File: src/rtl/pc_pkg.sv
`default_nettype none
// ============================================================================
// Module      : pc_pkg
// Description : Shared definitions for the program-counter / return-address
//               stack unit. Provides the control-flow command encoding used by
//               the decode/control unit and the fetch-stage PC logic.
// Revision    : 1.0 - initial release
// ============================================================================
package pc_pkg;

  // Width of the control-flow command field
  localparam int OP_W = 3;

  // Command encoding; values 5-7 are reserved and execute as OP_SEQ
  localparam logic [OP_W-1:0] OP_SEQ  = 3'd0;
  localparam logic [OP_W-1:0] OP_JABS = 3'd1;
  localparam logic [OP_W-1:0] OP_JREL = 3'd2;
  localparam logic [OP_W-1:0] OP_CALL = 3'd3;
  localparam logic [OP_W-1:0] OP_RET  = 3'd4;

endpackage
`default_nettype wire

File: src/rtl/pc_ras_unit_if.sv
`default_nettype none
// ============================================================================
// Module      : pc_ras_if
// Description : Control/status bundle between the decode/control unit (master)
//               and the fetch-stage PC unit (slave).
//   en        : 1 = execute op this cycle, 0 = stall
//   op        : control-flow command (pc_pkg encoding)
//   target    : JABS/CALL destination, JREL signed offset
//   err_clr   : clears sticky error flags
//   pc        : current fetch address
//   ras_count : valid return-address stack entries
//   ras_full  : stack holds RAS_DEPTH entries
//   ras_empty : stack holds no entries
//   err_ovf   : sticky, CALL issued while stack full
//   err_unf   : sticky, RET issued while stack empty
// Revision    : 1.0 - initial release
// ============================================================================
interface pc_ras_if #(
  parameter int AW        = 16,
  parameter int RAS_DEPTH = 8
);
  localparam int CW = $clog2(RAS_DEPTH + 1);

  logic                   en;
  logic [pc_pkg::OP_W-1:0] op;
  logic [AW-1:0]          target;
  logic                   err_clr;
  logic [AW-1:0]          pc;
  logic [CW-1:0]          ras_count;
  logic                   ras_full;
  logic                   ras_empty;
  logic                   err_ovf;
  logic                   err_unf;

  modport master (
    output en, op, target, err_clr,
    input  pc, ras_count, ras_full, ras_empty, err_ovf, err_unf
  );

  modport slave (
    input  en, op, target, err_clr,
    output pc, ras_count, ras_full, ras_empty, err_ovf, err_unf
  );

endinterface
`default_nettype wire

File: src/rtl/ras_lifo.sv
`default_nettype none
// ============================================================================
// Module      : ras_lifo
// Description : Circular return-address stack. A push while full overwrites
//               the oldest entry and becomes the new top; a pop while empty is
//               ignored. Storage is not reset; only counted entries are valid.
//   clk, rst  : clock (rising edge), asynchronous active-high reset
//   push      : write push_data as new top
//   pop       : discard top entry (push has priority if both asserted)
//   push_data : address to push
//   top_data  : current top entry (meaningful only when not empty)
//   count     : number of valid entries
//   full      : count == DEPTH
//   empty     : count == 0
// Revision    : 1.0 - initial release
// ============================================================================
module ras_lifo #(
  parameter int AW    = 16,
  parameter int DEPTH = 8,
  localparam int PW   = $clog2(DEPTH),
  localparam int CW   = $clog2(DEPTH + 1)
) (
  input  logic          clk,
  input  logic          rst,
  input  logic          push,
  input  logic          pop,
  input  logic [AW-1:0] push_data,
  output logic [AW-1:0] top_data,
  output logic [CW-1:0] count,
  output logic          full,
  output logic          empty
);

  localparam logic [CW-1:0] c_depth = CW'(DEPTH);

  logic [AW-1:0] r_mem [DEPTH];
  logic [PW-1:0] r_top;
  logic [CW-1:0] r_count;
  logic [PW-1:0] w_top_up;
  logic          w_do_pop;

  // DEPTH is a power of two, so the pointer wraps naturally; the slot above
  // the top after a full wrap is exactly the oldest entry.
  assign w_top_up = r_top + 1'b1;
  assign w_do_pop = pop && !push && (r_count != '0);

  always_ff @(posedge clk or posedge rst) begin
    if (rst) begin
      r_top   <= '0;
      r_count <= '0;
    end else if (push) begin
      r_top <= w_top_up;
      if (r_count != c_depth) begin
        r_count <= r_count + 1'b1;
      end
    end else if (w_do_pop) begin
      r_top   <= r_top - 1'b1;
      r_count <= r_count - 1'b1;
    end
  end

  always_ff @(posedge clk) begin
    if (push) begin
      r_mem[w_top_up] <= push_data;
    end
  end

  assign top_data = r_mem[r_top];
  assign count    = r_count;
  assign full     = (r_count == c_depth);
  assign empty    = (r_count == '0);

endmodule
`default_nettype wire

File: src/rtl/pc_ras_unit.sv
`default_nettype none
// ============================================================================
// Module      : pc_ras_unit
// Description : Fetch-stage program counter with sequential advance, absolute
//               and relative jumps, and CALL/RET through a return-address
//               stack. One command per enabled cycle, result visible next
//               cycle. All PC arithmetic wraps modulo 2^AW.
//   clk, rst  : clock (rising edge), asynchronous active-high reset
//   bus       : pc_ras_if slave - command inputs, pc/stack/error status
// Revision    : 1.0 - initial release
// ============================================================================
module pc_ras_unit
  import pc_pkg::*;
#(
  parameter int            AW        = 16,
  parameter int            INC       = 2,
  parameter logic [AW-1:0] RESET_VEC = '0,
  parameter int            RAS_DEPTH = 8
) (
  input  logic     clk,
  input  logic     rst,
  pc_ras_if.slave  bus
);

  localparam int            CW    = $clog2(RAS_DEPTH + 1);
  localparam logic [AW-1:0] c_inc = AW'(INC);

  logic [AW-1:0] r_pc;
  logic          r_err_ovf;
  logic          r_err_unf;

  logic [AW-1:0] w_pc_seq;
  logic [AW-1:0] w_pc_nxt;
  logic          w_push;
  logic          w_pop;
  logic          w_ovf_evt;
  logic          w_unf_evt;
  logic [AW-1:0] w_ras_top;
  logic [CW-1:0] w_ras_count;
  logic          w_ras_full;
  logic          w_ras_empty;

  assign w_pc_seq = r_pc + c_inc;

  // Next-pc selection and stack control; everything is gated by en so a
  // stalled cycle leaves the stack and the flags untouched.
  always_comb begin
    w_pc_nxt  = w_pc_seq;
    w_push    = 1'b0;
    w_pop     = 1'b0;
    w_ovf_evt = 1'b0;
    w_unf_evt = 1'b0;
    if (bus.en) begin
      case (bus.op)
        OP_JABS: w_pc_nxt = bus.target;
        OP_JREL: w_pc_nxt = r_pc + bus.target;
        OP_CALL: begin
          w_pc_nxt  = bus.target;
          w_push    = 1'b1;
          w_ovf_evt = w_ras_full;
        end
        OP_RET: begin
          // Empty stack: fall through to a sequential advance
          if (w_ras_empty) begin
            w_unf_evt = 1'b1;
          end else begin
            w_pc_nxt = w_ras_top;
            w_pop    = 1'b1;
          end
        end
        default: w_pc_nxt = w_pc_seq;
      endcase
    end
  end

  always_ff @(posedge clk or posedge rst) begin
    if (rst) begin
      r_pc <= RESET_VEC;
    end else if (bus.en) begin
      r_pc <= w_pc_nxt;
    end
  end

  // A new error event takes precedence over err_clr in the same cycle;
  // err_clr works regardless of en.
  always_ff @(posedge clk or posedge rst) begin
    if (rst) begin
      r_err_ovf <= 1'b0;
      r_err_unf <= 1'b0;
    end else begin
      if (w_ovf_evt) begin
        r_err_ovf <= 1'b1;
      end else if (bus.err_clr) begin
        r_err_ovf <= 1'b0;
      end
      if (w_unf_evt) begin
        r_err_unf <= 1'b1;
      end else if (bus.err_clr) begin
        r_err_unf <= 1'b0;
      end
    end
  end

  ras_lifo #(
    .AW    (AW),
    .DEPTH (RAS_DEPTH)
  ) u_ras (
    .clk       (clk),
    .rst       (rst),
    .push      (w_push),
    .pop       (w_pop),
    .push_data (w_pc_seq),
    .top_data  (w_ras_top),
    .count     (w_ras_count),
    .full      (w_ras_full),
    .empty     (w_ras_empty)
  );

  assign bus.pc        = r_pc;
  assign bus.ras_count = w_ras_count;
  assign bus.ras_full  = w_ras_full;
  assign bus.ras_empty = w_ras_empty;
  assign bus.err_ovf   = r_err_ovf;
  assign bus.err_unf   = r_err_unf;

endmodule
`default_nettype wire
File: src/flat_wrapper.sv
// flat-port wrapper written by rule: the top's interface ports become plain ports
module pc_ras_unit_flat import pc_pkg::*;
#(
  parameter int            AW        = 16,
  parameter int            INC       = 2,
  parameter logic [AW-1:0] RESET_VEC = '0,
  parameter int            RAS_DEPTH = 8
)
  (clk, rst, bus_en, bus_op, bus_target, bus_err_clr, bus_pc, bus_ras_count, bus_ras_full, bus_ras_empty, bus_err_ovf, bus_err_unf);
  pc_ras_if #(.AW(AW), .RAS_DEPTH(RAS_DEPTH)) bus_i ();
  input  logic clk;
  input  logic rst;
  input wire logic [$bits(bus_i.en)-1:0] bus_en;
  input wire logic [$bits(bus_i.op)-1:0] bus_op;
  input wire logic [$bits(bus_i.target)-1:0] bus_target;
  input wire logic [$bits(bus_i.err_clr)-1:0] bus_err_clr;
  output wire logic [$bits(bus_i.pc)-1:0] bus_pc;
  output wire logic [$bits(bus_i.ras_count)-1:0] bus_ras_count;
  output wire logic [$bits(bus_i.ras_full)-1:0] bus_ras_full;
  output wire logic [$bits(bus_i.ras_empty)-1:0] bus_ras_empty;
  output wire logic [$bits(bus_i.err_ovf)-1:0] bus_err_ovf;
  output wire logic [$bits(bus_i.err_unf)-1:0] bus_err_unf;
  assign bus_i.en = bus_en;
  assign bus_i.op = bus_op;
  assign bus_i.target = bus_target;
  assign bus_i.err_clr = bus_err_clr;
  assign bus_pc = bus_i.pc;
  assign bus_ras_count = bus_i.ras_count;
  assign bus_ras_full = bus_i.ras_full;
  assign bus_ras_empty = bus_i.ras_empty;
  assign bus_err_ovf = bus_i.err_ovf;
  assign bus_err_unf = bus_i.err_unf;
  pc_ras_unit #(.AW(AW), .INC(INC), .RESET_VEC(RESET_VEC), .RAS_DEPTH(RAS_DEPTH)) u_core (.clk(clk), .rst(rst), .bus(bus_i));
endmodule
File: config.mk
export PLATFORM = sky130hd
export DESIGN_NAME = pc_ras_unit_flat
export DESIGN_NICKNAME = d
export VERILOG_FILES = /design/src/rtl/pc_pkg.sv /design/src/rtl/pc_ras_unit_if.sv /design/src/rtl/ras_lifo.sv /design/src/rtl/pc_ras_unit.sv /design/src/flat_wrapper.sv
export SDC_FILE = /design/constraint.sdc
export NUM_CORES = 1
export LEC_CHECK = 0
export CORE_AREA = 2 2 139 141
export DETAILED_ROUTE_END_ITERATION = 12
export DIE_AREA = 0 0 141 143
export GPL_TIMING_DRIVEN = 0
export PLACE_DENSITY = 0.6
export SETUP_SLACK_MARGIN = 0.02
export SYNTH_ARGS = -nofsm -noshare
export SYNTH_HDL_FRONTEND = slang
export SYNTH_SLANG_ARGS = --single-unit
export TNS_END_PERCENT = 1
File: constraint.sdc
create_clock -name clk -period 4.4 [get_ports clk]
set_input_delay 0.88 -clock clk [delete_from_list [all_inputs] [get_ports clk]]
set_output_delay 0.88 -clock clk [all_outputs]
set_load 0.03 [all_outputs]
# Yosys cells after proc, flatten, opt, wreduce, memory -nomap -nowiden
# Memories as Yosys holds them, arrays and structs flattened.
# Index checks and enable logic that the tools add are counted.
[word_totals] mem_bits_rw=128 n_memories=1 register_bits=25 elab_cells=51 input_bits=23
[classes] mux=22 eq_ne=7 addsub=6 reduce_logical=10
[mem_list] memory="u_core.u_ras.r_mem" words=8 width=16 rd=1 rd_clocked_by_memory_dff=0 wr=1 line="ras_lifo.sv:36" text="logic [AW-1:0] r_mem [DEPTH];"
[ops] cell="$pmux W16 S3" n=1
[ops] cell="$add A16 B16 Y16" n=1
[ops] cell="$add A16 B2 Y16 const B" n=1
[ops] cell="$mux W16" n=1
[ops] cell="$mux W1" n=15
[ops] cell="$mux W4" n=3
[ops] cell="$eq A3 B2 Y1 const B" n=2
[ops] cell="$mux W3" n=2
[ops] cell="$reduce_bool A2 Y1" n=3
[ops] cell="$add A4 B1 Y4 const B" n=1
[ops] cell="$eq A4 B4 Y1 const B" n=1
[ops] cell="$logic_not A4 Y1" n=1
[ops] cell="$ne A4 B4 Y1 const B" n=1
[ops] cell="$reduce_bool A4 Y1" n=1
[ops] cell="$sub A4 B1 Y4 const B" n=1
[ops] cell="$add A3 B1 Y3 const B" n=1
[ops] cell="$eq A3 B1 Y1 const B" n=1
[ops] cell="$eq A3 B3 Y1 const B" n=1
[ops] cell="$sub A3 B1 Y3 const B" n=1
[ops] cell="$logic_and A1 B1 Y1" n=2
[ops] cell="$ne A2 B1 Y1 const B" n=1
[ops] cell="$reduce_and A2 Y1" n=1
[ops] cell="$reduce_or A2 Y1" n=1
[ops] cell="$logic_not A1 Y1" n=1

# Depth between registers and ports, before layout
[logic_depth] ltp_word=8 mapped_depth=11 ltp_nobuf=9

# Modules after synthesis
# Synthesis repeated with hierarchy kept, for this count alone.
[hier_totals] hier_cells=533 area_unflattened_um2=7678.6
[by_module_without_submodules] module="ras_lifo" cells_each=248 seq_area_each_um2=4018.9 area_per_inst_um2=5427.7 n_inst=1
[by_module_without_submodules] module="pc_ras_unit" cells_each=285 seq_area_each_um2=450.4 area_per_inst_um2=2250.9 n_inst=1

# Worst setup path after synthesis
# No wires, ideal clock.
[synth_timing] kind="input port to flip-flop" startpoint="in bus_op[0]" endpoint="mem u_core.u_ras.r_mem[1][0], enable pin" setup_ps=409 t_arrival_ps=2912 t_required_ps=3991 path_buffers=2 path_slack_ps=1078 stages=6 path_cell_list="nor2b_1 -> clkbuf_1 -> and3_1 -> clkbuf_1 -> nand2_1 -> nor3_1"
[synth_via] elab_chain_len=5
[synth_lines] item="start: declaration" line="flat_wrapper.sv:14" text="input wire logic [$bits(bus_i.op)-1:0] bus_op;"
[synth_lines] item="$eq A3 B2 Y1" line="pc_ras_unit.sv:54" text="case (bus.op)"
[synth_lines] item="$mux W1" line="pc_ras_unit.sv:54"
[synth_lines] item="$mux W1" line="pc_ras_unit.sv:53" text="if (bus.en) begin"
[synth_lines] item="$mux W1" line="ras_lifo.sv:63" text="if (push) begin"
[synth_lines] item="$mux W1 (implied by the code)" line="ras_lifo.sv:64" text="r_mem[w_top_up] <= push_data;"
[synth_lines] item="end: declaration" line="ras_lifo.sv:36"
# No other way between the ends.

# Worst setup path after layout
[layout_timing] startpoint="in bus_op[2]" endpoint="mem u_core.u_ras.r_mem[4][11], enable pin"
# Same word-level chain as after synthesis.

==> summary.txt <==
Clock network
  – Maximum buffer depth of the clock tree: 2
  – Worst-path clk slew: 0.06 ns
  – Post-CTS Hold Buffers: 0
  – CTS tree: done
  – Cts repair resizes: 0
  – CTS Root Cell: clkbuf_16
  – Sink Count: 153
  – Post-CTS Setup Bufs: 0
  – H-tree Lvls: 4
  – Skew-Pair Late Insertion Delay: 0.42 ns
  – TritonCTS Buffers: 17

Hold path
  – Worst hold path cell count: 2
  – Worst hold path type: flip-flop to flip-flop

Route
  – Initial DRC Count: 395
  – Post-DRT Antenna Nets: 0
  – Vias: 4646
  – Wirelength, routed: 18100 um
  – Via density: 5.58
  – Wire per inst: 21.7 um
  – Drt drc: 0
  – DR pass1 iterations: 5

Global route
  – Tot GR Track Use: 0.190
  – First-pass GRT wire length: 27800 um
  – Largest net degree at the start of global routing: 26
  – Initial antenna violation count: 0
  – Gr ovfl total: 0
  – Vias in the first global route: 4741

Setup path
  – Critical path class: input port to flip-flop
  – WP data required: 4.52 ns
  – CP Data Arrival Time: 3.86 ns
  – Reg2reg setup slack: 0.89 ns
  – Element type at the critical path end: flip-flop
  – R2R cell count: 7
  – Worst Path Max Fanout: 9
  – CP Launch Type: input port

Logic synthesis
  – Async SR Flop Fraction: 0.163
  – Mapped Nets: 555
  – Avg Inst Size Synth: 14.4 sq um
  – Synth area leader: edfxtp_1
  – Cells after synthesis: 510
  – Top cells by area, synth: edfxtp_1 (52%), mux4_2 (9.8%), dfrtp_1 (8.5%), ha_1 (3.4%), nand2_1 (1.9%)
  – Seq cells post-synth: 153
  – Top cell type's share of synthesized area: 0.523
  – Distinct cells, synth: 66
  – Synth Warn #: 0
  – Most frequent cell after synthesis: edfxtp_1
  – Most used DFF post-synth: edfxtp_1
  – Mapped cell area: 7350 sq um
  – Sequential cell area fraction in the yosys report: 0.608
  – Post-synth EDFFs: 128
  – Commonest cells in the netlist: edfxtp_1 (128), nand2_1 (38), nor2_1 (34), mux4_2 (32), dfrtp_1 (25)

Place
  – GPL Wtd Cong: 0.903
  – Worst slack, placed: 0.231 ns
  – Number of port buffers: 46
  – Detailed placement HPWL: 13400 um

Finish
  – Antenna cells: 0
  – Fill cells: 1588
  – Total Nets Final: 631
  – Area growth from synthesis to layout: 20.5%
  – Fraction of layout cells with a size suffix above 1: 0.169

Timing
  – Slew HR: 0.262
  – Final hold viol count: 0
  – Worst Setup Slack, final: 0.659 ns
  – Setup-failing EPs final: 0
  – Layout Skew: 0.00845 ns
  – RSZ-0062 raised after global routing: no
  – Achievable Freq: 267 MHz
  – Worst-margin pin slew: 1.11 ns
  – Fin crit share: 0.850
  – Slew Viols, Final: 0
  – Hold WS: 0.522 ns
  – Final worst path period need: 3.74 ns

Die
  – Site Rows: 50
  – Die width: 141 um
  – Core area: 18600 sq um
  – Initial Utilization: 0.395
  – Die outline area: 20200 sq um
  – Die height: 143 um
  – Boundary Pins: 47

Power and ir drop
  – Peak VDD IR: 0.000278 V
  – Leakage: 3.05 nW
  – Pwr dens: 614 nW/um^2

Status
  – Status: finished, final reports clean

Flow run
  – Max-cap violations: 0
[cells in the final DEF, fill, tap and decap left out, drive strengths merged, types with 4 or more instances in the layout]
cell / Yosys / final
edfxtp: 128 / 128
clkdlybuf4s50: 0 / 46
nand2: 38 / 38
nor2: 34 / 34
mux4: 32 / 32
clkbuf: 12 / 30
dfrtp: 25 / 25
a21oi: 23 / 23
buf: 10 / 21
ha: 20 / 20
inv: 15 / 17
xnor2: 16 / 16
nor3: 14 / 14
mux2i: 13 / 13
o21ai: 13 / 13
xor2: 12 / 12
o211ai: 11 / 11
a31oi: 6 / 6
nand3: 6 / 6
o21a: 5 / 5
o22ai: 5 / 5
or3: 5 / 5
nand4: 5 / 5
clkinv: 0 / 5
a21o: 4 / 4
and3: 4 / 4
mux2: 4 / 4
clkinvlp: 0 / 4
[cells by family (layout without fill, tap and decap cells)]
family,Yosys count,after routing,synth area share
adder cells (fa/ha/maj),22,22,0.0395
multiplexers,49,49,0.122
AO/OA/AOI/OAI,99,99,0.0930
buffers and inverters,37,126,0.0206
AND/OR/NAND/NOR,122,122,0.0834
flip-flops,153,153,0.608
XOR/XNOR,28,28,0.0334
[registers in the layout, summed over array words and instances, names as in the netlist]
name,cells
u_core.u_ras.r_top,3
u_core.bus.pc,16
u_core.bus.err_ovf,1
u_core.u_ras.r_mem,128
u_core.bus.err_unf,1
u_core.u_ras.count,4
[report_power, final]
group          switching (mW)  internal [mW]  leakage (nW)  total (mW)
Combinational            1.14          0.829          1.33        1.97
Sequential              0.162           1.83          1.44        1.99
Clock                   0.583          0.894         0.281        1.48
[stage by stage]
stage | setup TNS (ns) | instances | total power [mW] | utilization | area (sq um)
2_1_floorplan | 0 | 510 | 3.35 | - | 7350
3_3_place_gp | -71.14 | 790 | 3.92 | 0.436 | 8100
3_5_place_dp | 0 | 801 | 3.99 | 0.444 | 8250
4_1_cts | 0 | 833 | 5.48 | 0.476 | 8850
5_1_grt | 0 | 833 | 5.72 | 0.476 | 8850
6_report | 0 | 833 | 5.44 | 0.476 | 8850
[final cells by class]
| type | count | area [sq um] | area share |
|---|---|---|---|
| clock inverters | 14 | 173 | 0.0195 |
| repair buffers | 57 | 581 | 0.0656 |
| inverters | 15 | 56.3 | 0.00636 |
| flip-flops and latches | 153 | 4470 | 0.505 |
| multi-input cells | 320 | 2760 | 0.311 |
| well taps | 234 | 293 | 0.0331 |
| plain buffers | 22 | 95.1 | 0.0107 |
| clock buffers | 18 | 429 | 0.0485 |
[worst max-delay path: stages]
cell             delay [ns]
clkdlybuf4s50_1        0.53
nor2b_1                0.15
clkbuf_1               0.39
and3_1                 0.22
clkbuf_1               0.28
nand2_1                0.23
nor3_2                 0.81
buf_4                  0.36
[per-layer routing]
| layer | share of wire | routed length [um] | GRT usage |
|---|---|---|---|
| met1 | 0.44 | 8040 | 0.248 |
| met2 | 0.49 | 8780 | 0.316 |
| met3 | 0.046 | 826 | 0.0325 |
| met4 | 0.025 | 458 | 0.0795 |
| met5 | 0 | 0 | 0 |
[worst paths after layout]
kind,startpoint,end
worst min-delay path,u_core.bus.err_unf,u_core.bus.err_unf
worst max-delay path,bus_op[2],u_core.u_ras.r_mem[4][11]
worst min register to register,u_core.bus.err_unf,u_core.bus.err_unf
max in group asynchronous,rst,u_core.bus.pc[2]
worst max register to register,u_core.u_ras.r_top[1],u_core.u_ras.r_mem[4][11]
min in group asynchronous,rst,u_core.u_ras.count[3]
Power figures use the tool's default switching activity.
